## src/rtl/noc_pkg.sv

```systemverilog
// noc_pkg: shared packet-state enum and counter-width helper for the NoC link stage
package noc_pkg;
    typedef enum logic {IDLE, PKT} pkt_state_e;
    function automatic int cnt_w(input int n);
        return $clog2(n) + 1;
    endfunction
endpackage

```

## src/rtl/noc_flit_fifo.sv

```systemverilog
// noc_flit_fifo: power-of-two synchronous FIFO with combinational head and registered count
module noc_flit_fifo import noc_pkg::*; #(
    parameter int W     = 8,
    parameter int DEPTH = 4
) (
    input  logic                      clk,
    input  logic                      rst,
    input  logic                      push_i,
    input  logic                      pop_i,
    input  logic [W-1:0]              din_i,
    output logic [W-1:0]              dout_o,
    output logic                      empty_o,
    output logic                      full_o,
    output logic [cnt_w(DEPTH)-1:0]   count_o
);
    localparam int AW = $clog2(DEPTH);
    localparam int CW = cnt_w(DEPTH);
    logic [W-1:0]  mem_q [DEPTH];
    logic [AW-1:0] wr_ptr_q, rd_ptr_q;
    logic [CW-1:0] count_q;
    logic          wr;
    // a full FIFO still accepts when the head leaves in the same cycle
    assign wr      = push_i && (!full_o || pop_i);
    assign dout_o  = mem_q[rd_ptr_q];
    assign empty_o = count_q == '0;
    assign full_o  = count_q == CW'(DEPTH);
    assign count_o = count_q;
    always_ff @(posedge clk) begin
        if (rst) begin
            wr_ptr_q <= '0;
            rd_ptr_q <= '0;
            count_q  <= '0;
        end else begin
            if (wr) wr_ptr_q <= wr_ptr_q + 1'b1;
            if (pop_i) rd_ptr_q <= rd_ptr_q + 1'b1;
            count_q <= count_q + CW'(wr) - CW'(pop_i);
        end
    end
    always_ff @(posedge clk) begin
        if (wr) mem_q[wr_ptr_q] <= din_i;
    end
endmodule

```

## src/rtl/noc_credit_relay.sv

```systemverilog
// noc_credit_relay: buffered credit-flow link stage forwarding flits only while downstream credits remain
module noc_credit_relay import noc_pkg::*; #(
    parameter int FLIT_WIDTH         = 32,
    parameter int DEST_WIDTH         = 6,
    parameter int BUFFER_DEPTH       = 4,
    parameter int DOWNSTREAM_CREDITS = 8
) (
    input  logic                                   clk_noc,
    input  logic                                   rst_noc_sync,
    input  logic [FLIT_WIDTH-1:0]                  data_in,
    input  logic [DEST_WIDTH-1:0]                  dest_in,
    input  logic                                   is_tail_in,
    input  logic                                   send_in,
    output logic                                   credit_out,
    output logic [FLIT_WIDTH-1:0]                  data_out,
    output logic [DEST_WIDTH-1:0]                  dest_out,
    output logic                                   is_tail_out,
    output logic                                   send_out,
    input  logic                                   credit_in,
    output logic [cnt_w(BUFFER_DEPTH)-1:0]         occupancy,
    output logic [cnt_w(DOWNSTREAM_CREDITS)-1:0]   credits_avail,
    output logic                                   in_packet,
    output logic                                   overflow_err,
    output logic                                   credit_err
);
    localparam int CW = cnt_w(DOWNSTREAM_CREDITS);
    localparam logic [CW-1:0] MAX_CRED = CW'(DOWNSTREAM_CREDITS);
    typedef struct packed {
        logic [FLIT_WIDTH-1:0] data;
        logic [DEST_WIDTH-1:0] dest;
        logic                  tail;
    } flit_t;
    flit_t         in_flit, head;
    logic          empty, full, pop, at_max;
    logic [CW-1:0] credits_q, credits_d;
    pkt_state_e    state_q;
    assign in_flit       = '{data: data_in, dest: dest_in, tail: is_tail_in};
    assign pop           = !empty && credits_q != '0;
    assign at_max        = credits_q == MAX_CRED;
    assign credits_avail = credits_q;
    assign in_packet     = state_q == PKT;
    // a returned credit and a spent credit in the same cycle cancel out
    always_comb credits_d = (credit_in && !pop) ? (at_max ? credits_q : credits_q + 1'b1)
                          : (pop && !credit_in) ? credits_q - 1'b1 : credits_q;
    noc_flit_fifo #(.W($bits(flit_t)), .DEPTH(BUFFER_DEPTH)) u_fifo (
        .clk     (clk_noc),
        .rst     (rst_noc_sync),
        .push_i  (send_in),
        .pop_i   (pop),
        .din_i   (in_flit),
        .dout_o  (head),
        .empty_o (empty),
        .full_o  (full),
        .count_o (occupancy)
    );
    always_ff @(posedge clk_noc) begin
        if (rst_noc_sync) begin
            send_out     <= 1'b0;
            credit_out   <= 1'b0;
            data_out     <= '0;
            dest_out     <= '0;
            is_tail_out  <= 1'b0;
            credits_q    <= MAX_CRED;
            state_q      <= IDLE;
            overflow_err <= 1'b0;
            credit_err   <= 1'b0;
        end else begin
            send_out     <= pop;
            credit_out   <= pop;
            credits_q    <= credits_d;
            overflow_err <= overflow_err | (send_in & full & !pop);
            credit_err   <= credit_err | (credit_in & !pop & at_max);
            if (pop) begin
                data_out    <= head.data;
                dest_out    <= head.dest;
                is_tail_out <= head.tail;
                state_q     <= head.tail ? IDLE : PKT;
            end
        end
    end
endmodule

```

## config.mk

```make
export PLATFORM = sky130hd
export DESIGN_NAME = noc_credit_relay
export DESIGN_NICKNAME = d
export VERILOG_FILES = /design/src/rtl/noc_pkg.sv /design/src/rtl/noc_flit_fifo.sv /design/src/rtl/noc_credit_relay.sv
export SDC_FILE = /design/constraint.sdc
export NUM_CORES = 1
export LEC_CHECK = 0
export ABC_AREA = 1
export ABC_CLOCK_PERIOD_IN_PS = 3100
export CAP_MARGIN = 5
export CORE_MARGIN = 2
export CORE_UTILIZATION = 50
export CTS_CLUSTER_SIZE = 25
export DETAILED_ROUTE_END_ITERATION = 10
export PLACE_DENSITY = 0.81
export SLEW_MARGIN = 20
export SYNTH_ARGS = -nofsm -noshare
export SYNTH_HDL_FRONTEND = slang
export SYNTH_SLANG_ARGS = --single-unit
export TNS_END_PERCENT = 5
```

## constraint.sdc

```tcl
create_clock -name clk_noc -period 3.1 [get_ports clk_noc]
set_clock_uncertainty 0.2 [all_clocks]
set_input_delay 0.62 -clock clk_noc [delete_from_list [all_inputs] [get_ports clk_noc]]
set_output_delay 0.62 -clock clk_noc [all_outputs]
set_load 0.01 [all_outputs]
```

# Yosys cells after proc, flatten, opt, wreduce, memory -nomap -nowiden
# Memory sizes are Yosys's and may differ from the RTL's. A register that Yosys moved wholly into a read port is not among the register bits.
# Cells that the tools add are included.
# W data, S select, Z words.
# classes
n_mux,8
eq_ne,3
addsub,6
n_bitwise,6
reduce_logical,13
# ops
op,count
$mux W4,3
$add A2 B1 Y2 const B,2
$add A4 B1 Y4 const B,1
$and A1 B1 Y1,4
$eq A4 B4 Y1 const B,1
$logic_and A1 B1 Y1,4
$logic_not A1 Y1,4
$mux W2,2
$reduce_bool A4 Y1,1
$sub A4 B1 Y4 const B,1
$add A3 B1 Y3,1
$eq A3 B3 Y1 const B,1
$logic_not A3 Y1,1
$mux W1,3
$sub A3 B1 Y3,1
$ne A2 B2 Y1 const B,1
$or A1 B1 Y1,2
$reduce_and A2 Y1,1
$reduce_bool A2 Y1,1
$logic_or A1 B1 Y1,1
# totals
mem_bits_rw,156
output_inout_bits,51
register_bits,54
elab_cells,48
n_memories,1
# mem_list
memory,depth,word_bits,read_ports,rd_clocked_by_memory_dff,wr,line_no,source
u_fifo.mem_q,4,39,1,1,1,noc_flit_fifo.sv:18,logic [W-1:0] mem_q [DEPTH];

# Depth between registers and ports, before layout
# depth
depth_word,7
mapped_depth,15

# Modules after synthesis
# From an unflattened synthesis, not the netlist that was laid out.
# unflattened
hier_cells,668
hier_area_um2,8017.7
# modules_own_cells
mod,area_per_inst_um2,n_inst,cells_each
noc_flit_fifo,6244.7,1,440
noc_credit_relay,1773.0,1,228

# Worst setup path after synthesis
# OpenSTA, ideal clock, no wires.
# synth_path
path_type,register -> register
start,"register credits_q[0], in the netlist credits_avail[0]"
end,"memory u_fifo.mem_q[0][0] in the netlist's numbering, enable pin"
path_stages_with_launch,5
period_less_slack_ps,3051
path_buffers,0
required_ps,2465
setup_slack_ps,49
t_arrival_ps,2416
setup_ps,435
path_cell_list,dfxtp_1 -> nor2_2 -> nand2_4 -> o21ai_2 -> nor2_1
# synth_between
elab_chain_len,6
# synth_lines
item,line_no,source
start: declaration,noc_credit_relay.sv:35,"logic [CW-1:0] credits_q, credits_d;"
start signal: assignment,noc_credit_relay.sv:70,credits_q <= credits_d;
$reduce_bool A4 Y1,noc_credit_relay.sv:38,assign pop = !empty && credits_q != '0;
$logic_and A1 B1 Y1,noc_credit_relay.sv:38,
$logic_or A1 B1 Y1,noc_flit_fifo.sv:23,assign wr = push_i && (!full_o || pop_i);
$logic_and A1 B1 Y1,noc_flit_fifo.sv:23,
$mux W1,noc_flit_fifo.sv:40,if (wr) mem_q[wr_ptr_q] <= din_i;
$mux W1 (not written as such),noc_flit_fifo.sv:40,
end: declaration,noc_flit_fifo.sv:18,
# Every way passes these cells.

# Worst setup path in the final report
# layout_path
start,"register credits_q[0], in the netlist credits_avail[0]"
end,"register u_fifo.count_q[2], in the netlist u_fifo.count_o[2]"
# layout_between
elab_chain_len,6
# layout_lines
item,line_no,source
$reduce_bool A4 Y1 (*),noc_credit_relay.sv:38,
$logic_and A1 B1 Y1 (*),noc_credit_relay.sv:38,
$logic_or A1 B1 Y1,noc_flit_fifo.sv:23,
$logic_and A1 B1 Y1,noc_flit_fifo.sv:23,
$add A3 B1 Y3,noc_flit_fifo.sv:36,count_q <= count_q + CW'(wr) - CW'(pop_i);
$sub A3 B1 Y3 (*),noc_flit_fifo.sv:36,
end signal: assignment,noc_flit_fifo.sv:36,
end: declaration,noc_flit_fifo.sv:20,logic [CW-1:0] count_q;
# Mark *: on every way between the ends. The rest lies on a longest branch, timed or not.
# A chain may end at the register's enable or synchronous reset.

==> impl_results.md <==
- Status: completed
- Worst setup path category: reg2reg
- Worst R2R Setup Slack: 0.67 ns
- Post-synth EDFFs: 156
- Net Sw Frac: 32.5%
- Syn_nets: 716
- Cells after synthesis: 664
- Cells along the critical path: nor2_2 -> nand2_4 -> nand2_4 -> inv_4 -> nand2_1 -> o21ai_0 -> ha_1 -> fa_1 -> or2_2 -> a21oi_1
- Clock power frac: 27.0%
- Share of cells above drive strength 1: 7.31%
- GR peak layer: met2
- Register share of total power: 41.4%
- Clk sink count: 212
- Main area contributors after synthesis: edfxtp_1, dfxtp_1, nor2_1
- DRT iter0 DRCs: 302
- Post-route clock period utilization: 78.5%
- Initial antenna violation count: 0
- # Max-Cap Violations: 0
- Cts repair resizes: 0
- Die Span Y: 131 um
- Max FO, Critical Path: 37
- Seq/Total Area, Yosys: 72.5%
- Area share of the largest cell type after synthesis: 58.5%
- Nets: 804
- Final Setup Violations: 0
- Simple-gate portion of the synthesized area: 10.2%
- HP Start: overflow_err
- Number of fill cells: 1213
- Detailed Place HPWL: 9220 um
- Hold endpoint: overflow_err
- P_sw: 2.90 mW
- Combinational family with the most area after synthesis: compound AO/OA/AOI/OAI gates
- Synth unique cells: 29
- Req. time, crit path: 3.31 ns
- Clock Tree Buf Depth: 3
- CTS buffer count: 21
- DR vias: 5162
- Hold WC Path Type: reg2reg
- DRC violations left: 0
- Post-Place Worst Slack: 0.502 ns
- Initial Utilization: 50.8%
- CTS HTree Levels: 1
- Root Driver: clkbuf_16
- Die W: 131 um
- Layout Area Growth over Synthesis: 22.5%
- Crit-path slowest cell: dfxtp_1
- Final GP Congestion: 0.764
- Overall Global Routing Usage: 19.7%
- Count leader, synth: nor2_1
- Number of buffers added on ports: 93
- CP dominant cell by count: nand2_4
- Fmax achieved: 411 MHz
- Kind of start point of the critical path: flop
- Clock-pin slew on the worst setup and hold paths: 0.06 ns
- Hold path depth: 2
- Core Area: 0.0158 sq mm
- Met1 Usage GRT: 25.4%
- Vias per cell: 5.26
- Skew-Pair Late Insertion Delay: 0.48 ns
- Combinational share of power: 31.6%
- Layout Cells excl Fill: 982
- Setup TNS: 0 ns
- Pint: 6.01 mW
- Ys Warns: 0
- FP Rows: 46
- Crit. End Element: flop
- Worst endpoint data arrival time: 2.64 ns
- Boundary Pins: 94
- Met3 usage: 3.99%
- Reg2Reg Depth: 10
- Largest area contributor in the netlist: edfxtp_1
- Static Leak: 3.42 nW
- Worst stage delay on the critical path: 0.37 ns
- RR Endpoint: u_fifo.count_o[2]
- Yosys reg bits: 212
- Reg-to-Reg Start: credits_avail[0]
- Final Max Slew Viols: 0
- Met2 usage: 34.3%
- Most frequent cells after synthesis: nor2_1, edfxtp_1, o21ai_0
- GRT overflow: 0
- Final Critical Period: 2.43 ns
- Final worst setup slack: 0.666 ns
- VDD IR max: 0.571 mV
- Die ar.: 0.0170 sq mm
- Compound-Gate Fraction of Synth Area: 11.4%
- Synth Area in XOR/XNOR: 0.219%
- Number of antenna diodes: 0
- Vias in the first global route: 5186
- Synth Area in Adders: 1.59%
- Antenna violation net count after detailed routing: 0
- DP Cell Count: 945
- Worst Hold Margin: 0.246 ns
- 1st-pass router iterations: 4
- Hold_buf cts: 0
- Power consumption: 8.91 mW
- RSZ-0062 raised after global routing: false
- Post-Syn Area: 0.00801 sq mm
- Largest net degree at the start of global routing: 79
- Primary FF master, synth: edfxtp_1
- Ys async rst share: 0%
- Wirelength per Cell: 16.6 um
- Worst slew pin tran: 0.847 ns
- Syn Area/Cell: 12.1 sq um
- Slew margin rel.: 43.4%
- Multiplexer share of the synthesized area: 0%
- Global-route wire length before repair: 26000 um
- Final Hold Vio Count: 0
- Setup Fix Bufs, Post-CTS: 0
- Overall routed net length: 16300 um
- Pwr/cell area: 908 mW/mm^2
- CTS tree: done
[sequential cells by signal, summed over array words and instances, names as in the netlist, named ones only]
signal           cells
send_out             1
u_fifo.mem_q       156
in_packet            1
credit_err           1
u_fifo.wr_ptr_q      2
dest_out             6
u_fifo.rd_ptr_q      2
credits_avail        4
data_out            32
overflow_err         1
is_tail_out          1
u_fifo.count_o       3
[layout by cell type (no fill, tap or decap), types with 2 or more instances in the layout]
master | netlist | routed
a21oi_1 | 11 | 11
a31oi_1 | 38 | 38
buf_12 | 0 | 5
buf_4 | 4 | 7
bufinv_16 | 0 | 2
clkbuf_1 | 13 | 6
clkbuf_16 | 0 | 21
clkdlybuf4s50_1 | 0 | 93
clkinv_1 | 0 | 5
clkinv_2 | 0 | 2
dfxtp_1 | 56 | 54
dfxtp_2 | 0 | 2
edfxtp_1 | 156 | 156
fa_1 | 2 | 2
ha_1 | 7 | 7
inv_1 | 22 | 21
inv_2 | 2 | 2
nand2_1 | 23 | 23
nand2_4 | 2 | 2
nand3_1 | 9 | 9
nand4_1 | 2 | 2
nor2_1 | 167 | 163
nor2_4 | 1 | 5
o21ai_0 | 110 | 110
o21ai_1 | 8 | 8
o21ai_2 | 3 | 3
[routing by layer]
layer,vias up,wire [um]
li1,2513,-
met1,2471,6690
met2,157,8150
met3,21,1280
met4,0,193
met5,-,0
[per-stage QoR]
stage	instance area, sq um	util [%]
finish	9810	62.2
detailed placement	9160	58.1
CTS	9810	62.2
global placement	9160	58.1
floorplan	8010	-
global route	9810	62.2
[how the worst max path moves through the flow]
stage	from	endpoint	slack [ns]	cells after the start
floorplan	credits_avail[0]	u_fifo.mem_q[0][0]	0.05	4
global placement	credit_in	credits_avail[3]	0.58	12
detailed placement	credit_in	credits_avail[3]	0.50	12
CTS	credits_avail[0]	u_fifo.count_o[2]	0.65	10
global route	credits_avail[0]	u_fifo.count_o[2]	0.50	10
finish	credits_avail[0]	u_fifo.count_o[2]	0.67	10
[power groups by stage]
stage	sequential, mW	clock (mW)	combinational [mW]
2_1_floorplan	3.82	0	1.83
3_3_place_gp	3.74	0	2.72
3_5_place_dp	3.75	0	2.82
4_1_cts	3.69	2.44	2.84
5_1_grt	3.73	2.55	3.19
6_report	3.69	2.40	2.81
[kinds of logic (layout without fill, tap and decap cells)]
group,count (synthesis),in the layout
buffers and inverters,65,167
DFF,212,212
and+or+nand+nor,206,206
AOI/OAI and AO/OA,170,170
xor gates and xnor gates,2,2
adders and majority gates,9,9
[area by class of cell]
cell class              instances  area, sq um  share of cell area, %
clock inverters                 9         92.6                  0.943
multi-input cells             387         1900                   19.4
well taps                     216          270                   2.75
repair buffers                105         1080                   11.0
clock buffers                  28          562                   5.72
inverters                      25         96.3                  0.982
flip-flops and latches        212         5810                   59.2
[critical path, delay by kind of cell, from the launching register on]
kind	cells	cell delay [ns]
buf+inv	1	0.15
fa+ha+maj	2	0.57
flops	1	0.37
compound gates	2	0.21
simple gates	5	0.86
(Power assumes the default switching activity.)
